`src/rtl/clock24_pkg.sv`:
```
// clock24_pkg: shared types and default constants for the clock24 design.
// Used by clock_ctrl and by the display stage, which decodes MODE.
//   mode_t       : RUN / SET_HOUR / SET_MIN, 2-bit encoding (2'b11 unused)
//   CLK_HZ       : board clock frequency
//   *_DEF        : default divider / debounce / repeat lengths in CLK cycles
package clock24_pkg;

  typedef enum logic [1:0] {
    MODE_RUN      = 2'd0,
    MODE_SET_HOUR = 2'd1,
    MODE_SET_MIN  = 2'd2
  } mode_t;

  localparam int unsigned CLK_HZ       = 50_000_000;
  localparam int unsigned TICK_DIV_DEF = CLK_HZ;          // 1 Hz seconds enable
  localparam int unsigned DB_CNT_DEF   = 1_000_000;       // 20 ms debounce
  localparam int unsigned REP_DIV_DEF  = CLK_HZ / 4;      // 4 Hz auto-repeat

  // Mode sequence on a MODE key press; anything unexpected returns to RUN.
  function automatic mode_t next_mode(input mode_t m);
    case (m)
      MODE_RUN:      return MODE_SET_HOUR;
      MODE_SET_HOUR: return MODE_SET_MIN;
      default:       return MODE_RUN;
    endcase
  endfunction

endpackage

```
`src/rtl/key_debounce.sv`:
```
// key_debounce: synchroniser + debouncer for one active-low push-button.
//   CLK     : system clock
//   RST     : synchronous active-high reset (key reads as released)
//   KEY_N   : raw button, active-low, asynchronous to CLK
//   PRESSED : debounced level, 1 while the key is held
//   PRESS   : one-cycle pulse per accepted press (release gives nothing)
module key_debounce
  import clock24_pkg::*;
#(
  parameter int unsigned DB_CNT = DB_CNT_DEF
) (
  input  logic CLK,
  input  logic RST,
  input  logic KEY_N,
  output logic PRESSED,
  output logic PRESS
);

  localparam int unsigned   W    = (DB_CNT > 1) ? $clog2(DB_CNT) : 1;
  localparam logic [W-1:0]  LAST = W'(DB_CNT - 1);

  logic         sync1, sync2;
  logic         deb, deb_q;
  logic [W-1:0] cnt;

  always_ff @(posedge CLK) begin
    if (RST) begin
      sync1 <= 1'b1;
      sync2 <= 1'b1;
      deb   <= 1'b1;
      deb_q <= 1'b1;
      cnt   <= '0;
      PRESS <= 1'b0;
    end else begin
      sync1 <= KEY_N;
      sync2 <= sync1;
      deb_q <= deb;
      // Falling edge of the debounced level, one cycle after it is accepted.
      PRESS <= deb_q & ~deb;
      if (sync2 == deb) begin
        cnt <= '0;
      end else if (cnt == LAST) begin
        // DB_CNT consecutive disagreeing samples: accept the new level.
        deb <= sync2;
        cnt <= '0;
      end else begin
        cnt <= cnt + 1'b1;
      end
    end
  end

  assign PRESSED = ~deb;

endmodule

```
`src/rtl/clock_ctrl.sv`:
```
// clock_ctrl: control front-end of clock24, upstream of the s/m/h counters.
//   CLK, RST    : system clock, synchronous active-high reset
//   KEY_MODE_N  : raw mode button (active-low, async)
//   KEY_INC_N   : raw increment button (active-low, async)
//   SEC_EN      : one-cycle seconds enable, RUN mode only
//   SEC_CLR     : level clear to the seconds counter while setting minutes
//   MIN_INC     : one-cycle minute-increment strobe (SET_MIN)
//   HOUR_INC    : one-cycle hour-increment strobe (SET_HOUR)
//   MODE        : 0=RUN, 1=SET_HOUR, 2=SET_MIN
//   BLINK       : 1 Hz square wave, high in the first half of each second
module clock_ctrl
  import clock24_pkg::*;
#(
  parameter int unsigned TICK_DIV = TICK_DIV_DEF,
  parameter int unsigned DB_CNT   = DB_CNT_DEF,
  parameter int unsigned REP_DIV  = REP_DIV_DEF
) (
  input  logic       CLK,
  input  logic       RST,
  input  logic       KEY_MODE_N,
  input  logic       KEY_INC_N,
  output logic       SEC_EN,
  output logic       SEC_CLR,
  output logic       MIN_INC,
  output logic       HOUR_INC,
  output logic [1:0] MODE,
  output logic       BLINK
);

  localparam int unsigned    PW        = (TICK_DIV > 1) ? $clog2(TICK_DIV) : 1;
  localparam int unsigned    RW        = (REP_DIV > 1) ? $clog2(REP_DIV) : 1;
  localparam logic [PW-1:0]  TICK_LAST = PW'(TICK_DIV - 1);
  localparam logic [PW-1:0]  TICK_HALF = PW'(TICK_DIV / 2);
  localparam logic [RW-1:0]  REP_LAST  = RW'(REP_DIV - 1);

  mode_t         mode_q, mode_nxt;
  logic [PW-1:0] presc_q, presc_nxt;
  logic [RW-1:0] rep_q, rep_nxt;
  logic          mode_press, inc_press, inc_held;
  logic          mode_held_unused;  // only the press edge of MODE matters
  logic          tick, restart, set_mode, rep_fire, inc_evt;

  key_debounce #(.DB_CNT(DB_CNT)) u_key_mode (
    .CLK     (CLK),
    .RST     (RST),
    .KEY_N   (KEY_MODE_N),
    .PRESSED (mode_held_unused),
    .PRESS   (mode_press)
  );

  key_debounce #(.DB_CNT(DB_CNT)) u_key_inc (
    .CLK     (CLK),
    .RST     (RST),
    .KEY_N   (KEY_INC_N),
    .PRESSED (inc_held),
    .PRESS   (inc_press)
  );

  always_comb begin
    mode_nxt = MODE_RUN;
    case (mode_q)
      MODE_RUN, MODE_SET_HOUR, MODE_SET_MIN:
        mode_nxt = mode_press ? next_mode(mode_q) : mode_q;
      default:
        mode_nxt = MODE_RUN;
    endcase

    // Leaving SET_MIN restarts the second so counting resumes from :00.
    restart = mode_press && (mode_q == MODE_SET_MIN);
    tick    = (presc_q == TICK_LAST);
    if (restart || tick) presc_nxt = '0;
    else                 presc_nxt = presc_q + 1'b1;

    set_mode = (mode_q == MODE_SET_HOUR) || (mode_q == MODE_SET_MIN);

    // Repeat counter runs only on held, non-event cycles in a set mode;
    // a MODE press takes priority and discards a coincident INC press.
    rep_fire = 1'b0;
    rep_nxt  = '0;
    if (set_mode && inc_held && !mode_press && !inc_press) begin
      if (rep_q == REP_LAST) rep_fire = 1'b1;
      else                   rep_nxt  = rep_q + 1'b1;
    end

    inc_evt = set_mode && !mode_press && (inc_press || rep_fire);
  end

  always_ff @(posedge CLK) begin
    if (RST) begin
      mode_q   <= MODE_RUN;
      presc_q  <= '0;
      rep_q    <= '0;
      SEC_EN   <= 1'b0;
      SEC_CLR  <= 1'b0;
      MIN_INC  <= 1'b0;
      HOUR_INC <= 1'b0;
      BLINK    <= 1'b1;
    end else begin
      mode_q   <= mode_nxt;
      presc_q  <= presc_nxt;
      rep_q    <= rep_nxt;
      // Gated on the mode being entered so no pulse leaks into a set mode.
      SEC_EN   <= tick && !restart && (mode_nxt == MODE_RUN);
      SEC_CLR  <= (mode_nxt == MODE_SET_MIN);
      MIN_INC  <= inc_evt && (mode_q == MODE_SET_MIN);
      HOUR_INC <= inc_evt && (mode_q == MODE_SET_HOUR);
      BLINK    <= (presc_nxt < TICK_HALF);
    end
  end

  assign MODE = mode_q;

endmodule

```
`config.mk`:
```
export PLATFORM = sky130hd
export DESIGN_NAME = clock_ctrl
export DESIGN_NICKNAME = d
export VERILOG_FILES = /design/src/rtl/clock24_pkg.sv /design/src/rtl/key_debounce.sv /design/src/rtl/clock_ctrl.sv
export SDC_FILE = /design/constraint.sdc
export NUM_CORES = 1
export LEC_CHECK = 0
export ABC_AREA = 0
export CAP_MARGIN = 15
export CORE_UTILIZATION = 30
export DETAILED_ROUTE_END_ITERATION = 10
export PLACE_DENSITY_LB_ADDON = 0.08
export SLEW_MARGIN = 20
export SYNTH_ARGS = -nofsm -noshare
export SYNTH_HDL_FRONTEND = slang
export SYNTH_HIERARCHICAL = 1
export SYNTH_SLANG_ARGS = --single-unit
```
`constraint.sdc`:
```
create_clock -name CLK -period 2.7 [get_ports CLK]
set_input_delay 0.405 -clock CLK [delete_from_list [all_inputs] [get_ports CLK]]
set_output_delay 0.405 -clock CLK [all_outputs]
set_load 0.03 [all_outputs]
```
# ---- Word-level counts from Yosys, hierarchy flattened
# Cells that the tools add are included.
dict set report word_totals {
  ff_bits 107
  latchBits 0
  mem_bits_rw 0
  mem_bits_ro 0
  inputBits 4
  out_inout_bits 7
  wordCells 71
  mem_count 0
}
dict set report classes {
  addsub 4
  mul 0
  div 0
  n_lt_le_gt_ge 1
  n_eq_ne 9
  n_shift 0
  muxes 6
  bitwise 7
  n_reduce_logical 24
}
# operator n
set op_table {}
lappend op_table {{adder 20 x 1 -> 20 bit (second input constant)} 2}
lappend op_table {{equality test 20 bit (second input constant)} 2}
lappend op_table {{adder 26 x 1 -> 26 bit (second input constant)} 1}
lappend op_table {{equality test 26 bit (second input constant)} 1}
lappend op_table {{less-than comparator 26 x 25 -> 1 bit (second input constant)} 1}
lappend op_table {{two-way mux 26 bit} 1}
lappend op_table {{adder 24 x 1 -> 24 bit (second input constant)} 1}
lappend op_table {{equality test 24 bit (second input constant)} 1}
lappend op_table {{OR reduction 3 bit} 4}
lappend op_table {{logical AND 1 bit} 10}
lappend op_table {{inverter 1 bit} 5}
lappend op_table {{equality test 2 bit (second input constant)} 2}
lappend op_table {{logical NOT 2 bit} 2}
lappend op_table {{two-way mux 2 bit} 2}
lappend op_table {{case mux 2 bit (2 select lines)} 1}
lappend op_table {{AND reduction 2 bit} 2}
lappend op_table {{logical NOT 1 bit} 3}
lappend op_table {{logical OR 1 bit} 3}
lappend op_table {{AND 1 bit} 2}
lappend op_table {{equality test 1 bit} 2}
lappend op_table {{equality test 2 x 1 -> 1 bit (second input constant)} 1}
lappend op_table {{two-way mux 1 bit} 2}

# ---- Logic depth before layout (Yosys ltp)
# Gate-level depths: netlist (run 1).
dict set report logic_depth {
  ltp_word 9
  depth_mapped 9
  ltp_nobuf 8
}

# ---- Hierarchy
# The synthesis (run 1) kept the hierarchy.
# mod n_inst cells_per_inst area_each_um2 seq_area_each_um2
set modules_own_cells {}
lappend modules_own_cells {clock_ctrl 1 312 2741.4 1141.1}
lappend modules_own_cells {key_debounce 2 119 1103.6 500.5}

# ---- Worst setup path after synthesis (run 1)
# No wires, ideal clock.
dict set report synth_path {
  path_type {flip-flop to flip-flop}
  from {register mode_q[0] (netlist: MODE[0])}
  to {register rep_q[10]}
  setup_time_ns 0.065
  arrival_ns 2.440
  required_ns 2.635
  path_slack_ns 0.195
  stages_incl_launch_ff 8
  n_path_buf 2
  period_less_slack_ns 2.505
  cell_sequence {dfxtp_1 -> inv_1 -> ha_1 -> or3b_2 -> or4b_2 -> clkbuf_1 -> clkbuf_1 -> nor2_1}
}
dict set report synth_via {
  elab_chain_cells 7
  elab_cells_between_ends 8
  classes_between {2 x eq/ne; 1 x bitwise; 5 x reduce/logical}
}
# item line_no
set synth_lines {}
lappend synth_lines {{start, declared} clock_ctrl.sv:36} ;# mode_t mode_q, mode_nxt;
lappend synth_lines {{start signal, assigned} clock_ctrl.sv:99} ;# mode_q <= mode_nxt;
lappend synth_lines {{equality test 2 x 1 -> 1 bit / equality test 2 bit (equally long branches)} clock_ctrl.sv:74} ;# set_mode = (mode_q == MODE_SET_HOUR) || (mode_q == MODE_SET_MIN);
lappend synth_lines {{logical OR 1 bit (*)} clock_ctrl.sv:74}
lappend synth_lines {{logical AND 1 bit (*) (3 in a row)} clock_ctrl.sv:80} ;# if (set_mode && inc_held && !mode_press && !inc_press) begin
lappend synth_lines {{inverter 1 bit (no source line) (*)} -}
lappend synth_lines {{OR reduction 3 bit (no source line) (*)} -}
lappend synth_lines {{end signal, assigned} clock_ctrl.sv:101} ;# rep_q <= rep_nxt;
lappend synth_lines {{end, declared} clock_ctrl.sv:38} ;# logic [RW-1:0] rep_q, rep_nxt;
# Every way passes the cells marked *; elsewhere a longest branch is shown, timed or not.
# A chain may end at the register's enable or synchronous reset.

# ---- Worst setup path in the final report (run 1)
dict set report layout_path {
  from {register mode_q[0] (netlist: MODE[0])}
  to {register rep_q[14]}
}
# The elaborated chain is that of the path after synthesis.

==> results.md, run 1 <==
### Route
- **average routed wire per standard cell** 12.2 um
- **wire length reported by the detailed router** 9590 um
- **DRC errors left** 0
- **drt via density** 4.68
- **total iterations of the first detailed-routing run** 4
- **via count** 3,681
- **Starting DRT DRC Count** 194
- **Final ANT Viol Nets** 0

### Place
- **number of buffer cells added on primary ports** 10
- **weighted congestion at the end of routability-driven global placement** 0.760
- **setup slack after placement** 105 ps
- **half-perimeter wire length after placement** 6770 um

### Floorplan
- **number of top-level pins** 11
- **height of the chip** 130 um
- **Std-Cell Core Area** 16,000 um2
- **full die area** 17,000 um2
- **Site Rows** 46
- **starting utilization of the core area** 30.9%
- **width of the die** 130 um

### Clocking
- **Sinks on Clock Net** 107
- **clock transition time at the flip-flop clock pins of the worst setup and hold paths** 70 ps
- **Post-CTS Setup Inserts** 0
- **hold-fix buffers at CTS** 0
- **CTS root buffer** sky130_fd_sc_hd__clkbuf_16
- **number of resized instances in the post-cts repair step** 0
- **Bufs on Longest Clock Path** 2
- **CTS H-tree lvls** 3
- **number of buffers inserted during clock tree synthesis** 9
- **latest clock arrival within the worst-skew pair** 350 ps
- **clock tree from TritonCTS** built

### GRT
- **pin count of the biggest net entering global routing** 28
- **wire length of the first global-routing pass** 16,900 um
- **antenna violations before repair** 0
- **aggregate global routing overflow** 0
- **Tot GR Track Use** 12.7%
- **via count of the first global-routing pass** 3,593

### Critical path
- **beginning of the critical path** MODE[0]
- **Critical Path Sink Type** flop
- **category of the worst setup path launch point** flop
- **worst path required time** 2980 ps
- **RR Startpoint** MODE[0]
- **cell depth of the worst flop-to-flop path** 5
- **Critical Setup Path Class** flop to flop
- **slack of the worst reg-to-reg path** 180 ps
- **endpoint of the worst register-to-register path** rep_q[14]
- **arrival time at the worst endpoint** 2800 ps
- **Crit Path Max Fanout** 24

### STA
- **TNS Setup** 0 ps
- **number of pins exceeding their max-slew limit in the final report** 0
- **Worst Slack Setup Final** 177 ps
- **timing-limited maximum frequency** 396 MHz
- **final number of setup-violating endpoints** 0
- **Worst slew margin** 61.4%
- **portion of the clock cycle consumed by the worst path in the final layout** 93.4%
- **transition time at the pin with the least slew margin** 574 ps
- **Hold Violations, Final** 0
- **final critical delay including setup and external delays** 2520 ps
- **final setup skew** 6.05 ps
- **RSZ-0062 raised after global routing** no

### Finish
- **Final nets** 579
- **leading cell type in the layout, fill and taps excluded** sky130_fd_sc_hd__nor2_1
- **diode count** 0
- **Area Overhead vs Synth** 13.3%
- **share of final-layout standard cells stronger than drive strength 1** 8.58%
- **final design utilization** 35.0%
- **commonest cells after routing, fill and taps aside** sky130_fd_sc_hd__nor2_1, sky130_fd_sc_hd__dfxtp_1, sky130_fd_sc_hd__xnor2_1, sky130_fd_sc_hd__xor2_1, sky130_fd_sc_hd__nand2_1

### Yosys
- **number of warnings printed during yosys synthesis** 6
- **total nets after synthesis** 561
- **cell count after synthesis** 549
- **per-instance average area after synthesis** 9.01 um2
- **netlist area before placement** 4940 um2

### Hold path
- **Hold Path Depth** 1
- **path type of the worst min-delay path** flop to flop
- **hold wc startpoint** u_key_inc/sync1
- **Hold EP** u_key_inc/sync2

### Power and ir drop
- **Leakage Power** 1.78 nW
- **power density normalized to cell area** 528 nW/um2
- **worst IR drop on VDD** 0.301 mV

### Outcome
- **outcome** completed

### Run
- **max cap viols** 0

how the worst max path moves through the flow:
stage	endpoint	slack, ps	cells past startpoint
floorplan	rep_q[10]	200	7
global placement	BLINK	140	8
detailed placement	presc_q[25]	100	8
CTS	presc_q[20]	100	8
global route	BLINK	20	8
finish	rep_q[14]	180	5
flip-flops by register name, indices dropped and copies added, names as in the netlist:
name / cells
u_key_mode/deb: 1
u_key_mode/sync2: 1
u_key_mode/deb_q: 1
u_key_mode/cnt: 20
u_key_inc/deb_q: 1
presc_q: 26
HOUR_INC: 1
SEC_CLR: 1
SEC_EN: 1
rep_q: 24
MODE: 2
MIN_INC: 1
u_key_mode/PRESS: 1
u_key_inc/sync1: 1
BLINK: 1
u_key_inc/PRESS: 1
u_key_inc/deb: 1
u_key_inc/cnt: 20
u_key_mode/sync1: 1
u_key_inc/sync2: 1
cell type report:
cell class / instances / area (um2)
multi-input combinational: 414 / 2660
tap: 216 / 270
fill: 1677 / 10400
clock inverter: 2 / 35.0
clock buffer: 13 / 260
sequential: 107 / 2140
timing repair buffer: 16 / 158
inverter: 19 / 71.3
power breakdown:
| part | total [W] | internal (W) | switching (W) |
|---|---|---|---|
| logic | 0.0000395 | 0.0000166 | 0.0000229 |
| clock network | 0.00132 | 0.000764 | 0.000560 |
| registers | 0.00159 | 0.00159 | 0.00000615 |
| total | 0.00296 | 0.00237 | 0.000589 |
per-layer routing:
metal	vias to the layer above	GRT usage, %	wire length [um]	part of all wire [%]
li1	1917	-	-	-
met1	1716	16.4	4830	50
met2	37	20.3	4350	45
met3	11	3.09	263	2.7
met4	0	4.87	142	1.5
met5	-	0	0	0
critical path, cell delays in order (launching register included):
cell and delay [ps]:
sky130_fd_sc_hd__dfxtp_1 450, sky130_fd_sc_hd__inv_1 120, sky130_fd_sc_hd__ha_1 310, sky130_fd_sc_hd__or3b_2 450, sky130_fd_sc_hd__or4b_2 910, sky130_fd_sc_hd__a21oi_1 210
per-stage QoR:
stage / power, W / hold WS (ps) / std cells / cell area (um2)
finish: 0.00296 / 411 / 787 / 5600
detailed placement: 0.00167 / 398 / 772 / 5300
CTS: 0.00302 / 416 / 787 / 5590
global route: 0.00308 / 429 / 787 / 5600
floorplan: 0.00165 / 389 / 549 / 4940
global placement: 0.00167 / 402 / 772 / 5300
Power figures use the tool's default switching activity.
==> inputs of run 2 (changes only) <==
--- a/config.mk
+++ b/config.mk
@@ -6,7 +6,6 @@
 export NUM_CORES = 1
 export LEC_CHECK = 0
 export ABC_AREA = 0
-export CAP_MARGIN = 15
 export CORE_UTILIZATION = 30
 export DETAILED_ROUTE_END_ITERATION = 10
 export PLACE_DENSITY_LB_ADDON = 0.08
==> results of run 2 <==
The final DEF is identical to that of run 1; final timing and power are the same.
==> inputs of run 3 (changes only) <==
--- a/config.mk
+++ b/config.mk
@@ -12,5 +12,4 @@
 export SLEW_MARGIN = 20
 export SYNTH_ARGS = -nofsm -noshare
 export SYNTH_HDL_FRONTEND = slang
-export SYNTH_HIERARCHICAL = 1
 export SYNTH_SLANG_ARGS = --single-unit
==> run 3 against run 2 <==
  * Global-route usage is 0.080 points higher
  * Clock skew grew 2.8 ps
  * Critical path depth up 3
  * First-iteration DRC count rose by 34%
  * Synthesized area down 2.3%
  * Power shrank 2.7%
  * Clock power down 5%
  * Final area fell by 3.1%
==> results.md, run 3 <==
### GRT
- **aggregate global routing overflow** 0, unchanged
- **Tot GR Track Use** 12.8%, +0.080 points
- **via count of the first global-routing pass** 3,443, -4.2%
- **antenna violations before repair** 0, unchanged
- **pin count of the biggest net entering global routing** 24, -14%
- **wire length of the first global-routing pass** 16,600 um, -1.6%

### Yosys
- **fraction of synthesis flops using an asynchronous set or reset pin** 0%
- **main area contributors after synthesis** sky130_fd_sc_hd__dfxtp_1, sky130_fd_sc_hd__nor2_1, sky130_fd_sc_hd__xor2_1
- **cell types with the highest counts after synthesis** sky130_fd_sc_hd__nor2_1, sky130_fd_sc_hd__dfxtp_1, sky130_fd_sc_hd__xor2_1
- **Post-synth EDFFs** 0
- **cell count after synthesis** 557, +1.5%
- **number of distinct library cells after synthesis** 52
- **Synth area leader** sky130_fd_sc_hd__dfxtp_1
- **netlist area before placement** 4830 um2, -2.3%
- **share of Yosys cell area claimed by the top area cell type** 44.4%
- **number of warnings printed during yosys synthesis** 0, -6
- **per-instance average area after synthesis** 8.67 um2, -3.7%
- **register bit count reported by yosys** 107
- **total nets after synthesis** 569, +1.4%
- **portion of the post-synthesis area used by sequential elements** 44.4%
- **prevailing post-synth register cell** sky130_fd_sc_hd__dfxtp_1
- **most common cell in the synthesized netlist** sky130_fd_sc_hd__nor2_1

### Route
- **via count** 3,586, -2.6%
- **DRC errors left** 0, unchanged
- **average routed wire per standard cell** 12.1 um, -0.65%
- **drt via density** 4.57, -2.2%
- **total iterations of the first detailed-routing run** 4, unchanged
- **wire length reported by the detailed router** 9490 um, -1.0%
- **Final ANT Viol Nets** 0, unchanged
- **Starting DRT DRC Count** 260, +34%

### STA
- **TNS Setup** 0 ps, unchanged
- **Hold Slack** 411 ps, -0.283 ps
- **transition time at the pin with the least slew margin** 572 ps, -1.72 ps
- **timing-limited maximum frequency** 416 MHz, +4.9%
- **final number of setup-violating endpoints** 0, unchanged
- **portion of the clock cycle consumed by the worst path in the final layout** 89.1%, -4.4 points
- **Hold Violations, Final** 0, unchanged
- **number of pins exceeding their max-slew limit in the final report** 0, unchanged
- **final setup skew** 8.86 ps, +2.81 ps
- **Worst Slack Setup Final** 296 ps, +119 ps
- **Worst slew margin** 61.6%, +0.26 points
- **final critical delay including setup and external delays** 2400 ps, -119 ps
- **RSZ-0062 raised after global routing** no

### Outcome
- **outcome** completed

### Floorplan
- **width of the die** 129 um, -1.2%
- **full die area** 16,600 um2, -2.3%
- **Std-Cell Core Area** 15,800 um2, -1.1%
- **number of top-level pins** 11, unchanged
- **Site Rows** 46, unchanged
- **height of the chip** 129 um, -1.2%
- **starting utilization of the core area** 30.5%, -0.39 points

### Power and ir drop
- **power density normalized to cell area** 530 nW/um2, +0.37%
- **worst IR drop on VDD** 0.307 mV, +2.0%
- **Overall Power** 0.00288 W, -2.7%
- **Leakage Power** 1.80 nW, +1.4%

### Clocking
- **Post-CTS Setup Inserts** 0, unchanged
- **latest clock arrival within the worst-skew pair** 340 ps, about the same
- **number of buffers inserted during clock tree synthesis** 9, unchanged
- **CTS H-tree lvls** 3, unchanged
- **CTS root buffer** sky130_fd_sc_hd__clkbuf_16
- **Bufs on Longest Clock Path** 2, unchanged
- **clock tree from TritonCTS** built
- **number of resized instances in the post-cts repair step** 0, unchanged
- **Sinks on Clock Net** 107, unchanged
- **clock transition time at the flip-flop clock pins of the worst setup and hold paths** 70 ps, about the same
- **hold-fix buffers at CTS** 0, unchanged

### Finish
- **Regs by FF count** presc_q: 26 flops, rep_q: 24 flops
- **Area Overhead vs Synth** 12.4%
- **commonest cells after routing, fill and taps aside** sky130_fd_sc_hd__nor2_1, sky130_fd_sc_hd__dfxtp_1, sky130_fd_sc_hd__xor2_1, sky130_fd_sc_hd__nand2_1, sky130_fd_sc_hd__xnor2_1
- **Final nets** 576, -0.52%
- **number of flip-flops under the largest register name** 26, unchanged
- **diode count** 0, unchanged
- **register with the highest flop count** presc_q
- **Layout Cells excl Fill** 784, -0.38%
- **leading cell type in the layout, fill and taps excluded** sky130_fd_sc_hd__nor2_1
- **share of final-layout standard cells stronger than drive strength 1** 6.16%, -2.4 points

### Critical path
- **Critical Setup Path Class** flop to flop
- **arrival time at the worst endpoint** 2630 ps, -170 ps
- **worst path required time** 2920 ps, -60 ps
- **Critical Path Sink Type** flop
- **category of the worst setup path launch point** flop
- **Crit Path Max Fanout** 6, -75%

### Place
- **number of buffer cells added on primary ports** 10, unchanged
- **setup slack after placement** 318 ps, +213 ps
- **cell count after placement** 769, -0.39%
- **half-perimeter wire length after placement** 6710 um, -1.0%
- **weighted congestion at the end of routability-driven global placement** 0.795, +4.6%

### Hold path
- **path type of the worst min-delay path** flop to flop

### Run
- **max cap viols** 0, unchanged

run 3: logic make-up after synthesis:
kind of cell               after synthesis  share of synthesized area, %
and+or+nand+nor                        303                          31.8
DFF                                    107                          44.4
xor gates and xnor gates                83                          15.1
buffers and inverters                   30                          2.67
AOI/OAI and AO/OA                       24                          3.68
adders and majority gates                8                          2.07
muxes                                    2                         0.415
run 3: area by class of cell:
| type | instances | area, um2 |
|---|---|---|
| Clock buffer | 12 | 256 |
| Clock inverter | 3 | 22.5 |
| Fill cell | 1652 | 10400 |
| Inverter | 11 | 41.3 |
| Multi-Input combinational cell | 420 | 2560 |
| Sequential cell | 107 | 2140 |
| Tap cell | 216 | 270 |
| Timing Repair Buffer | 15 | 138 |
run 3: metrics by stage:
stage               cell area [um2]  util (%)
floorplan                      4830         -
global placement               5150      32.5
detailed placement             5150      32.5
CTS                            5430      34.3
global route                   5430      34.3
finish                         5430      34.3
run 3: layer usage:
metal	up-vias	global-route usage, %	share of wire, %
met5	-	0	0
met4	0	4.36	1.4
met3	10	3.41	2.9
met2	36	19.8	44
met1	1645	17.1	52
li1	1895	-	-
run 3: path summary, 6_finish.rpt:
kind	from	to	slack, ps	cells past startpoint
max	presc_q[0]	BLINK	300	8
max reg2reg	presc_q[0]	BLINK	300	8
min	u_key_mode.sync1	u_key_mode.sync2	410	1
min reg2reg	u_key_mode.sync1	u_key_mode.sync2	410	1
run 3: critical path, cell delays in order (launching register included):
cell and delay, ps:
sky130_fd_sc_hd__dfxtp_1 390, sky130_fd_sc_hd__ha_1 300, sky130_fd_sc_hd__nand4_2 190, sky130_fd_sc_hd__nor4_4 490
sky130_fd_sc_hd__nand2_2 110, sky130_fd_sc_hd__xor2_1 170, sky130_fd_sc_hd__a211o_1 260, sky130_fd_sc_hd__o32ai_2 270
sky130_fd_sc_hd__a31oi_1 100
run 3: power breakdown:
group / internal, W / leakage (nW) / switching (W)
logic: 0.0000145 / 0.801 / 0.0000218
clock network: 0.000675 / 0.139 / 0.000572
registers: 0.00158 / 0.863 / 0.00000691
